<file path="src/rtl/mem_arbiter.sv">
// mem_arbiter: shares one synchronous RAM between two requesters; port 0 has fixed priority, port 1 has a starvation guard
module mem_arbiter #(
   parameter int ADDR_W     = 9,
   parameter int DATA_W     = 16,
   parameter int STARVE_MAX = 4
) (
   input  logic              clk,
   input  logic              reset,
   input  logic [1:0]        m0_cmd,
   input  logic [ADDR_W-1:0] m0_addr,
   input  logic [DATA_W-1:0] m0_wdata,
   output logic              m0_ready,
   output logic              m0_rvalid,
   output logic [DATA_W-1:0] m0_rdata,
   input  logic [1:0]        m1_cmd,
   input  logic [ADDR_W-1:0] m1_addr,
   input  logic [DATA_W-1:0] m1_wdata,
   output logic              m1_ready,
   output logic              m1_rvalid,
   output logic [DATA_W-1:0] m1_rdata,
   output logic [ADDR_W-1:0] ram_addr,
   output logic [DATA_W-1:0] ram_din,
   output logic              ram_write,
   input  logic [DATA_W-1:0] ram_dout,
   output logic              cmd_err
);
   localparam int CW = $clog2(STARVE_MAX + 1);
   localparam logic [1:0] CMD_WRITE = 2'b10;
   typedef enum logic {PRI0, PRI1} state_t;
   state_t state, state_nx;
   logic [CW-1:0] cnt, cnt_nx;
   logic a0, a1, g0, g1;
   logic [ADDR_W-1:0] addr_q;
   logic [DATA_W-1:0] din_q;
   logic [1:0] rd_owner;
   // grant decision, RAM drive and next arbitration state; grants are masked while reset is asserted
   always_comb begin
      a0 = m0_cmd[0] ^ m0_cmd[1];
      a1 = m1_cmd[0] ^ m1_cmd[1];
      g1 = reset & a1 & (state == PRI1 | ~a0);
      g0 = reset & a0 & ~g1;
      state_nx = PRI0;
      cnt_nx = '0;
      if (state == PRI0 && g0 && a1) begin
         if (cnt == CW'(STARVE_MAX - 1)) state_nx = PRI1;
         else cnt_nx = cnt + 1'b1;
      end
      m0_ready = g0;
      m1_ready = g1;
      ram_write = g0 ? m0_cmd == CMD_WRITE : g1 & (m1_cmd == CMD_WRITE);
      ram_addr = g0 ? m0_addr : g1 ? m1_addr : addr_q;
      ram_din = g0 ? m0_wdata : g1 ? m1_wdata : din_q;
      m0_rvalid = rd_owner == 2'b10;
      m1_rvalid = rd_owner == 2'b11;
      m0_rdata = ram_dout;
      m1_rdata = ram_dout;
   end
   // arbitration state register
   always_ff @(posedge clk or negedge reset) begin
      if (!reset) begin
         state <= PRI0;
         cnt <= '0;
      end else begin
         state <= state_nx;
         cnt <= cnt_nx;
      end
   end
   // held RAM address/data, read owner tracking for the 1-cycle read return, sticky illegal-command flag
   always_ff @(posedge clk or negedge reset) begin
      if (!reset) begin
         addr_q <= '0;
         din_q <= '0;
         rd_owner <= 2'b00;
         cmd_err <= 1'b0;
      end else begin
         if (g0 | g1) begin
            addr_q <= ram_addr;
            din_q <= ram_din;
         end
         rd_owner <= {(g0 | g1) & ~ram_write, g1};
         cmd_err <= cmd_err | (&m0_cmd) | (&m1_cmd);
      end
   end
endmodule
</file>
<file path="config.mk">
export PLATFORM = sky130hd
export DESIGN_NAME = mem_arbiter
export DESIGN_NICKNAME = d
export VERILOG_FILES = /design/src/rtl/mem_arbiter.sv
export SDC_FILE = /design/constraint.sdc
export NUM_CORES = 1
export LEC_CHECK = 0
export CAP_MARGIN = 20
export CORE_ASPECT_RATIO = 0.6
export CORE_MARGIN = 4
export CORE_UTILIZATION = 36
export DETAILED_ROUTE_END_ITERATION = 10
export PLACE_DENSITY_LB_ADDON = 0.3
export SLEW_MARGIN = 20
export SYNTH_ARGS = -nofsm -noshare
export SYNTH_HDL_FRONTEND = slang
export SYNTH_SLANG_ARGS = --single-unit
</file>
<file path="constraint.sdc">
create_clock -name clk -period 2.4 [get_ports clk]
set_input_delay 0.36 -clock clk [delete_from_list [all_inputs] [get_ports clk]]
set_output_delay 0.36 -clock clk [all_outputs]
set_load 0.03 [all_outputs]
</file>
==> results.json <==
{
  "fin_hold_ws_ns": 0.1090,
  "routed_wire_length_per_instance_microns": 17.93,
  "total_die_area_sq_um": 6953,
  "mappedNetlistNets": 253,
  "cp.arrival_ns": 1.97,
  "setup.worst_path.start": "m0_cmd[0]",
  "cp-end-kind": "output pin",
  "grt_start_max_net_pins": 35,
  "synth_top_family_by_area": "compound AO/OA/AOI/OAI gates",
  "switching_part_of_the_total": 0.3079,
  "asyncSetResetFlopFracSynth": 1.000,
  "worst-slew-pin-transition_ns": 0.3900,
  "layout_worst_path_cycle_share": 0.9703,
  "via_count_of_the_first_global_routing_pass": 1806,
  "ir_worst_vdd_mv": 0.3082,
  "utilization": 0.5850,
  "row_count": 20,
  "yosys.area_share.adder": 0.03077,
  "synth_area_in_xor_xnor": 0,
  "fp.dieH_microns": 66.21,
  "tritoncts": "built",
  "drt_drc_violations_left": 0,
  "gp_congestion": 0.7559,
  "worstHoldPathType": "input port to async pin",
  "combPwrFrac": 0.411,
  "num_vias": 1725,
  "nets": 330,
  "crit_path_start_kind": "input port",
  "postSynthCellCount": 176,
  "synth-edff-count": 0,
  "core_sq_um": 5255,
  "numPortBuffers": 86,
  "io_pins": 135,
  "postSynthAreaPerCell_sq_um": 11.55,
  "r2r_setup_slack_ns": 0.96,
  "cts_hold_repair.buffers": 0,
  "power_density_nw_per_um2": 661.8,
  "most_common_library_cell_in_the_layout_ignoring_fill_and_taps": "clkdlybuf4s50_1",
  "synth_simple_gate_area_frac": 0.1292,
  "ys_ff_latch": 32,
  "drtIter0Drc": 81,
  "total_of_warnings_raised_by_yosys": 0,
  "drive_above_1_share": 0.2874,
  "clk_transition_reported_paths_ns": 0.06,
  "worstSetupPathType": "input port to output pin",
  "crit_path_frequent_cell": "buf_6",
  "power.total_mw": 2.034,
  "drt-vias-per-instance": 5.391,
  "final_hold_viol_count": 0,
  "grt_util_all_layers": 0.1619,
  "clock-root-buffer": "clkbuf_8",
  "dp_hpwl_mm": 3.877,
  "layout.filler_cells": 452,
  "floorplan.initialDensity": 0.3869,
  "power.net_switching_mw": 0.6263,
  "layout_common_cells": "53 x clkdlybuf4s50_1, 50 x a221o_1, 32 x dfrtp_1, 26 x nor2b_1, 25 x buf_4",
  "timing.final.ws_setup_ns": 0.07121,
  "timing.final.max_slew_violations": 0,
  "fmax_ghz": 0.4294,
  "cts-buffers-inserted": 5,
  "rr_worst_depth": 5,
  "reg2reg_from": "state$_DFF_PN0_",
  "globalRouteOverflowTotal": 0,
  "sequential_element_share_of_the_synthesized_area": 0.3938,
  "outcome": "complete, no violations",
  "timing.rr.end": "din_q[3]$_DFFE_PN0P_",
  "htree_levels": 2,
  "antenna-diode-count": 0,
  "clock_insertion_delay_worst_skew_ns": 0.28,
  "critPathRequiredTime_ns": 2.04,
  "layout-area-overhead-vs-synth_pct": 51.20,
  "fp.dieW_microns": 105.0,
  "fin_crit_ns": 2.329,
  "synth_compound_gate_area_share": 0.2603,
  "internal_power_mw": 1.408,
  "cts-root-to-sink-buffers": 2,
  "dpl_worst_slack_ns": -0.6546,
  "final-setup-viol-count": 0,
  "cp_cell_sequence": "dlygate4sd2_1 -> inv_2 -> ha_4 -> buf_4 -> nor3b_4 -> buf_6 -> bufbuf_16 -> a221o_1 -> buf_6",
  "fin_worst_skew_ns": 0.004599,
  "synth_top_flop_cell": "dfrtp_1",
  "cellLeakagePower_nw": 1.349,
  "initial_antenna_violation_count": 0,
  "max-cap-violations": 0,
  "timing.slew.headroom": 0.7400,
  "dr.pass1.iters": 4,
  "synth_cell_types": 18,
  "worst_path_max_delay_cell": "a221o_1",
  "synth.cell_area_sq_um": 2033,
  "synth_mux_area_frac": 0,
  "power.share.clock": 0.278,
  "critPathMaxFanout": 10,
  "grt_first_pass_wirelength_mm": 8.825,
  "cts.sink_count": 32,
  "postRouteWirelength_mm": 5.738,
  "slowest_delay_ns": 0.33,
  "route.antenna.remaining_nets": 0,
  "p_seq_frac": 0.311
}
[cell type report]
type                    instances  area [sq um]  area share
well taps                      66         82.58     0.02686
multi-input cells              96         897.1      0.2918
clock buffers                   7         96.34     0.03134
clock inverters                 1         30.03    0.009768
flip-flops and latches         32         800.8      0.2605
repair buffers                114          1152      0.3748
inverters                       4         15.01    0.004884
[timing repair]
action                                  in CTS  in global routing
cloned                                       2                  1
gates resized for setup                    116                 15
endpoints found under the setup margin      27                 26
buffers inserted                             2                  1
pin swaps                                    4                  4
[metrics by stage]
step | instances | setup TNS, ns | cell area [sq um]
floorplan | 176 | 0 | 2033
global route | 320 | -0.02309 | 3074
global placement | 306 | -15.04 | 2801
finish | 320 | 0 | 3074
CTS | 318 | 0 | 3048
detailed placement | 306 | -15.23 | 2801
[power by group through the flow]
stage | Clock (mW) | Sequential [mW] | Combinational (mW)
2_1_floorplan | 0 | 0.638 | 0.562
3_3_place_gp | 0 | 0.641 | 0.802
3_5_place_dp | 0 | 0.642 | 0.805
4_1_cts | 0.575 | 0.633 | 0.834
5_1_grt | 0.599 | 0.641 | 0.895
6_report | 0.565 | 0.633 | 0.836
[state kept, by name, summed over array words and instances (netlist names)]
| register | count |
|---|---|
| din_q | 16 |
| addr_q | 9 |
| cnt | 3 |
| rd_owner | 2 |
| cmd_err | 1 |
| state | 1 |
[worst max path at each step]
stage	cells after the start	slack [ns]	endpoint
2_1_floorplan	6	0.29	ram_din[10]
3_3_place_gp	8	-0.66	ram_din[10]
3_5_place_dp	8	-0.65	ram_din[3]
4_1_cts	8	0.01	ram_din[10]
5_1_grt	7	-0.008	ram_din[14]
6_report	9	0.07	ram_din[10]
[kinds of logic after synthesis]
family / count (synthesis)
DFF: 32
and+or+nand+nor: 38
AOI/OAI and AO/OA: 53
adders and majority gates: 5
buffers and inverters: 48
[routing by layer]
| metal | GRT usage | wire (microns) |
|---|---|---|
| met5 | 0 | 0 |
| met3 | 0.05951 | 401 |
| met2 | 0.2500 | 2611 |
| met4 | 0.03928 | 60 |
| met1 | 0.2155 | 2664 |
[worst max-delay path, delay by kind of cell]
family / cells / cell delay (ns)
buffers and inverters: 6 / 0.96
adder cells (fa/ha/maj): 1 / 0.29
AO/OA/AOI/OAI: 1 / 0.33
AND/OR/NAND/NOR: 1 / 0.04
[cell usage after synthesis, drive strengths merged, types with 2 or more instances]
library cell	number	area [sq um]
buf	44	362.8
nor2b	27	168.9
nor3b	5	60.06
nor2	2	7.510
a221o	50	500.5
ha	5	62.56
dfrtp	32	800.8
inv	4	15.01
Note: power is estimated with default switching activity, not from simulation.
==> RTL edit 1: new RTL, config.mk and constraints unchanged <==
`STARVE_MAX`: 4 -> 8.
--- a/src/rtl/mem_arbiter.sv
+++ b/src/rtl/mem_arbiter.sv
@@ -2,7 +2,7 @@
 module mem_arbiter #(
    parameter int ADDR_W     = 9,
    parameter int DATA_W     = 16,
-   parameter int STARVE_MAX = 4
+   parameter int STARVE_MAX = 8
 ) (
    input  logic              clk,
    input  logic              reset,
Formal check against the unedited RTL: not equivalent (Yosys sat finds a counterexample within 10 cycles, from zero or initial values and one cycle with reset low).
==> RTL edit 1 against the original RTL <==
- sequential share of layout area increased by 0.36 points
- highest routed layer is now met3
- sequential cell count increased by 1
- largest cell class unchanged
- cell area increased by 1.7%
- combinational power increased by 2%
- core utilization decreased by 3.4 points
- via count decreased by 0.41%
- area after synthesis increased by 5.5%
- total power decreased by 5.8%
- worst setup slack improved by 0.0061 ns
- largest power group unchanged
- clock skew about the same
- routed wire length decreased by 6.4%
- critical path type unchanged
==> RTL edit 1: results (changes against the original RTL) <==
[sta]
worst_slew_pin_slew_ns = 0.356  ; -0.0338 ns
skew_ns = 0.00469  ; +0.0000949 ns

[cells_and_area]
multiInputGateArea_um2 = 977  ; +8.9%
largest_registers = din_q: 16 flops, addr_q: 9 flops, cnt: 4 flops
antenna_cells = 0  ; unchanged
fillCellCount = 527  ; +17%
nets = 332  ; +0.61%
final_layout_size_suffix_gt1_share_pct = 43.5  ; +15 points

[synthesis]
synth_fp_nets = 260  ; +2.8%
synthAdderAreaFrac_pct = 2.92  ; -0.16 points
yosysTopAreaCell = dfrtp_1
yosys-top-cells-area = dfrtp_1 38%, a221o_2 23%, buf_4 11%
yosysWarnings = 0  ; unchanged
synthXorXnorAreaFrac_pct = 0.408  ; +0.41 points
ys_top_cells_by_count = 44 x a221o_2, 33 x dfrtp_1, 32 x buf_4, 23 x nor2b_1, 10 x buf_6
synth_compound_area_share_pct = 27.2  ; +1.2 points
synth_cell_types = 25  ; +7
seq_area_frac_synth_pct = 38.5  ; -0.90 points
synth_mux_area_share_pct = 0.466  ; +0.47 points

[power]
vdd.ir_drop.worst_mv = 0.249  ; -19%
leakagePower_nw = 1.37  ; +1.4%

[place]
dp_hpwl_um = 3780  ; -2.4%
place_congestion = 0.722  ; -4.5%
port_buffers = 86  ; unchanged

[min_path]
hold_path.class = in2async

[clocking]
cts_max_path_buffers = 2  ; unchanged
cts_inserted_buffers = 5  ; unchanged
clockRootBuffer = clkbuf_8
path_clk_slew_ns = 0.06  ; about the same
htree_num_levels = 2  ; unchanged

[route]
vias = 1718  ; -0.41%
first_iter_violations = 64  ; -21%
drt_wl_total_um = 5370  ; -6.4%

[outcome]
outcome = completed

[global_routing]
grt_pass1_vias = 1754  ; -2.9%
grt_first_pass_wirelength_um = 8650  ; -2.0%
grt_max_degree = 29  ; -17%
track_usage_pct = 15.4  ; -0.79 points

[critical_path]
path_max_fanout = 5  ; -5
worstPathArrival_ns = 1.96

-- RTL edit 1: cell types whose count changed after synthesis, sizes merged --
cell	delta
and2b	+3
dfrtp	+1
mux2i	+1
nand2	+1
nand2b	-1
nand3	+1
nor2	+4
nor2b	-3
nor3	+2
nor3b	-3
xnor2	+1
-- RTL edit 1: worst max-delay path: stages --
cell and delay (ns):
dlygate4sd2_1 0.23, inv_2 0.05, ha_4 0.27, nor2b_4 0.13, nor3b_4 0.06, bufbuf_16 0.26
buf_4 0.13, a221o_2 0.34, buf_6 0.14
-- RTL edit 1: final cells by class --
type                       count  area share, %
timing repair buffer         109           35.9
multi-input combinational    102           31.3
tap                           80           3.20
clock buffer                   7           2.76
sequential                    33           26.4
inverter                       4          0.480
-- RTL edit 1: final timing paths --
| check | start | to | slack [ns] | cells after the start |
|---|---|---|---|---|
| min reg2reg | cmd_err$_DFF_PN0_ | cmd_err$_DFF_PN0_ | 0.47 | 1 |
| max reg2reg | state$_DFF_PN0_ | addr_q[7]$_DFFE_PN0P_ | 0.67 | 7 |
| min | reset | state$_DFF_PN0_ | 0.03 | 2 |
| max in group asynchronous | reset | cnt[1]$_DFF_PN0_ | 2.00 | 2 |
| min in group clk | cmd_err$_DFF_PN0_ | cmd_err$_DFF_PN0_ | 0.47 | 1 |
| max | m1_cmd[0] | ram_din[15] | 0.08 | 9 |
-- RTL edit 1: per-layer routing --
layer  vias up  global-route usage [%]  share of wire (%)
met1       835                    20.9                 49
met4         0                    3.31                  0
met5         -                       0                  0
met3         0                    5.16                6.3
li1        818                       -                  -
met2        65                    24.1                 45
-- RTL edit 1: metrics by stage --
step / hold slack (ns) / setup WS (ns) / std cells / instance area [um^2] / setup TNS [ns]
6_report: 0.0280 / 0.0773 / 335 / 3130 / 0
5_1_grt: 0.0248 / 0.00510 / 335 / 3130 / 0
4_1_cts: 0.0276 / 0.0566 / 335 / 3120 / 0
3_5_place_dp: 0.321 / -0.678 / 321 / 2850 / -12.31
3_3_place_gp: 0.317 / -0.643 / 321 / 2850 / -11.96
2_1_floorplan: 0.0644 / 0.316 / 183 / 2150 / 0
-- RTL edit 1: timing repair --
action | 4_1_cts | 5_1_grt
setup buffers | 5 | 0
hold endpoints to repair | 0 | 0
pin swaps | 4 | 3
resized for setup | 75 | 2
cloned | 3 | 0
endpoints found under the setup margin | 28 | 11
-- RTL edit 1: kinds of logic after synthesis --
group                      after synthesis
muxes                                    1
DFF                                     33
and+or+nand+nor                         42
xor gates and xnor gates                 1
adders and majority gates                5
AOI/OAI and AO/OA                       53
buffers and inverters                   48
-- RTL edit 1: report_power, final --
part           switching [W]  total (W)  internal [W]
registers          0.0000163   0.000651      0.000635
clock network       0.000184   0.000412      0.000227
logic               0.000403   0.000853      0.000450
==> RTL edit 2: new RTL, config.mk and constraints unchanged <==
Without the edit above. Reset style: synchronous (`reset`), changed in 2 clocked blocks.
--- a/src/rtl/mem_arbiter.sv
+++ b/src/rtl/mem_arbiter.sv
@@ -56,7 +56,7 @@
       m1_rdata = ram_dout;
    end
    // arbitration state register
-   always_ff @(posedge clk or negedge reset) begin
+   always_ff @(posedge clk) begin
       if (!reset) begin
          state <= PRI0;
          cnt <= '0;
@@ -66,7 +66,7 @@
       end
    end
    // held RAM address/data, read owner tracking for the 1-cycle read return, sticky illegal-command flag
-   always_ff @(posedge clk or negedge reset) begin
+   always_ff @(posedge clk) begin
       if (!reset) begin
          addr_q <= '0;
          din_q <= '0;
Function: differs if reset is asserted again (counterexample within 4 cycles, from zero or initial values and one cycle with reset low); with reset held inactive, the same outputs for 10 cycles.
==> RTL edit 2 against the original RTL <==
- synthesized cell count increased by 36%
- non-clock buffer count increased by 17
- hold slack improved by 0.34 ns
- worst setup slack got worse by 0.0065 ns
- area after synthesis decreased by 2.5%
- routed wire length increased by 3.1%
- sequential cell count unchanged
- core utilization increased by 4.5 points
- global-route usage increased by 1.9 points
- die area decreased by 2.2%
- count of clock-buffer cells in the layout decreased by 1
- total power decreased by 11%
- cell area increased by 6.6%
- critical endpoint is now ram_din[6]
- largest cell class is now multi-input combinational cells
==> RTL edit 2: results (changes against the original RTL) <==
[place]
place_inst = 382  ; +25%
place_congestion = 0.758  ; +0.28%

[outcome]
outcome = completed

[global_routing]
grt_max_degree = 21  ; -40%
use_met1_pct = 23.0  ; +1.4 points
grt_first_pass_wirelength_um = 9800  ; +11%
grt_pass1_vias = 1994  ; +10%

[power]
seq-power_w = 0.000590  ; -6.8%
vdd.ir_drop.worst_mv = 0.258  ; -16%
powerClk_w = 0.000381  ; -33%

[synthesis]
synth_cell_types = 23  ; +5
ys_top_cells_by_count = 54 x nor2_1, 33 x buf_4, 32 x dfxtp_1, 25 x nor2b_1, 25 x nor3_1
ys_async_sr_fraction_pct = 0  ; -100 points
yosys-top-cells-area = dfxtp_1 32%, buf_4 12%, nor2_1 10%
syn_inst = 240  ; +36%
seq_area_frac_synth_pct = 32.3  ; -7.1 points

[clocking]
postCtsSetupBuffers = 4  ; +2

[route]
dr_wl_met3_um = 551  ; +37%
route.met2.wl_um = 2520  ; -3.4%
vias = 1893  ; +9.7%

[critical_path]
r2r-end = addr_q[0]$_SDFFE_PN0P_
reg2reg_depth = 8  ; +3
startpoint = m0_cmd[1]

[cells_and_area]
final_layout_size_suffix_gt1_share_pct = 34.7  ; +5.9 points
nets = 407  ; +23%

[sta]
timing.hold.ws_ns = 0.447  ; +0.338 ns

## RTL edit 2: kinds of logic after synthesis
family / Yosys count / synth area share [%]
fa+ha+maj: 6 / 3.79
compound gates: 32 / 17.6
simple gates: 113 / 27.3
flops: 32 / 32.3
buf+inv: 57 / 19.1
## RTL edit 2: final cells by class
type | count | area [um^2] | area share [%]
well taps | 66 | 82.6 | 2.52
clock buffers | 6 | 72.6 | 2.21
clock inverters | 1 | 5.00 | 0.153
inverters | 8 | 30.0 | 0.916
repair buffers | 131 | 1220 | 37.3
flip-flops and latches | 32 | 641 | 19.5
multi-input cells | 151 | 1220 | 37.3
## RTL edit 2: per-stage QoR
step	worst slack [ns]	utilization, %	total power [W]
after floorplan	0.0177	-	0.00108
after global placement	-0.269	55.1	0.00132
after detailed placement	-0.295	55.1	0.00132
after CTS	0.0459	62.5	0.00180
after global routing	0.00349	63.0	0.00190
final	0.0647	63.0	0.00180
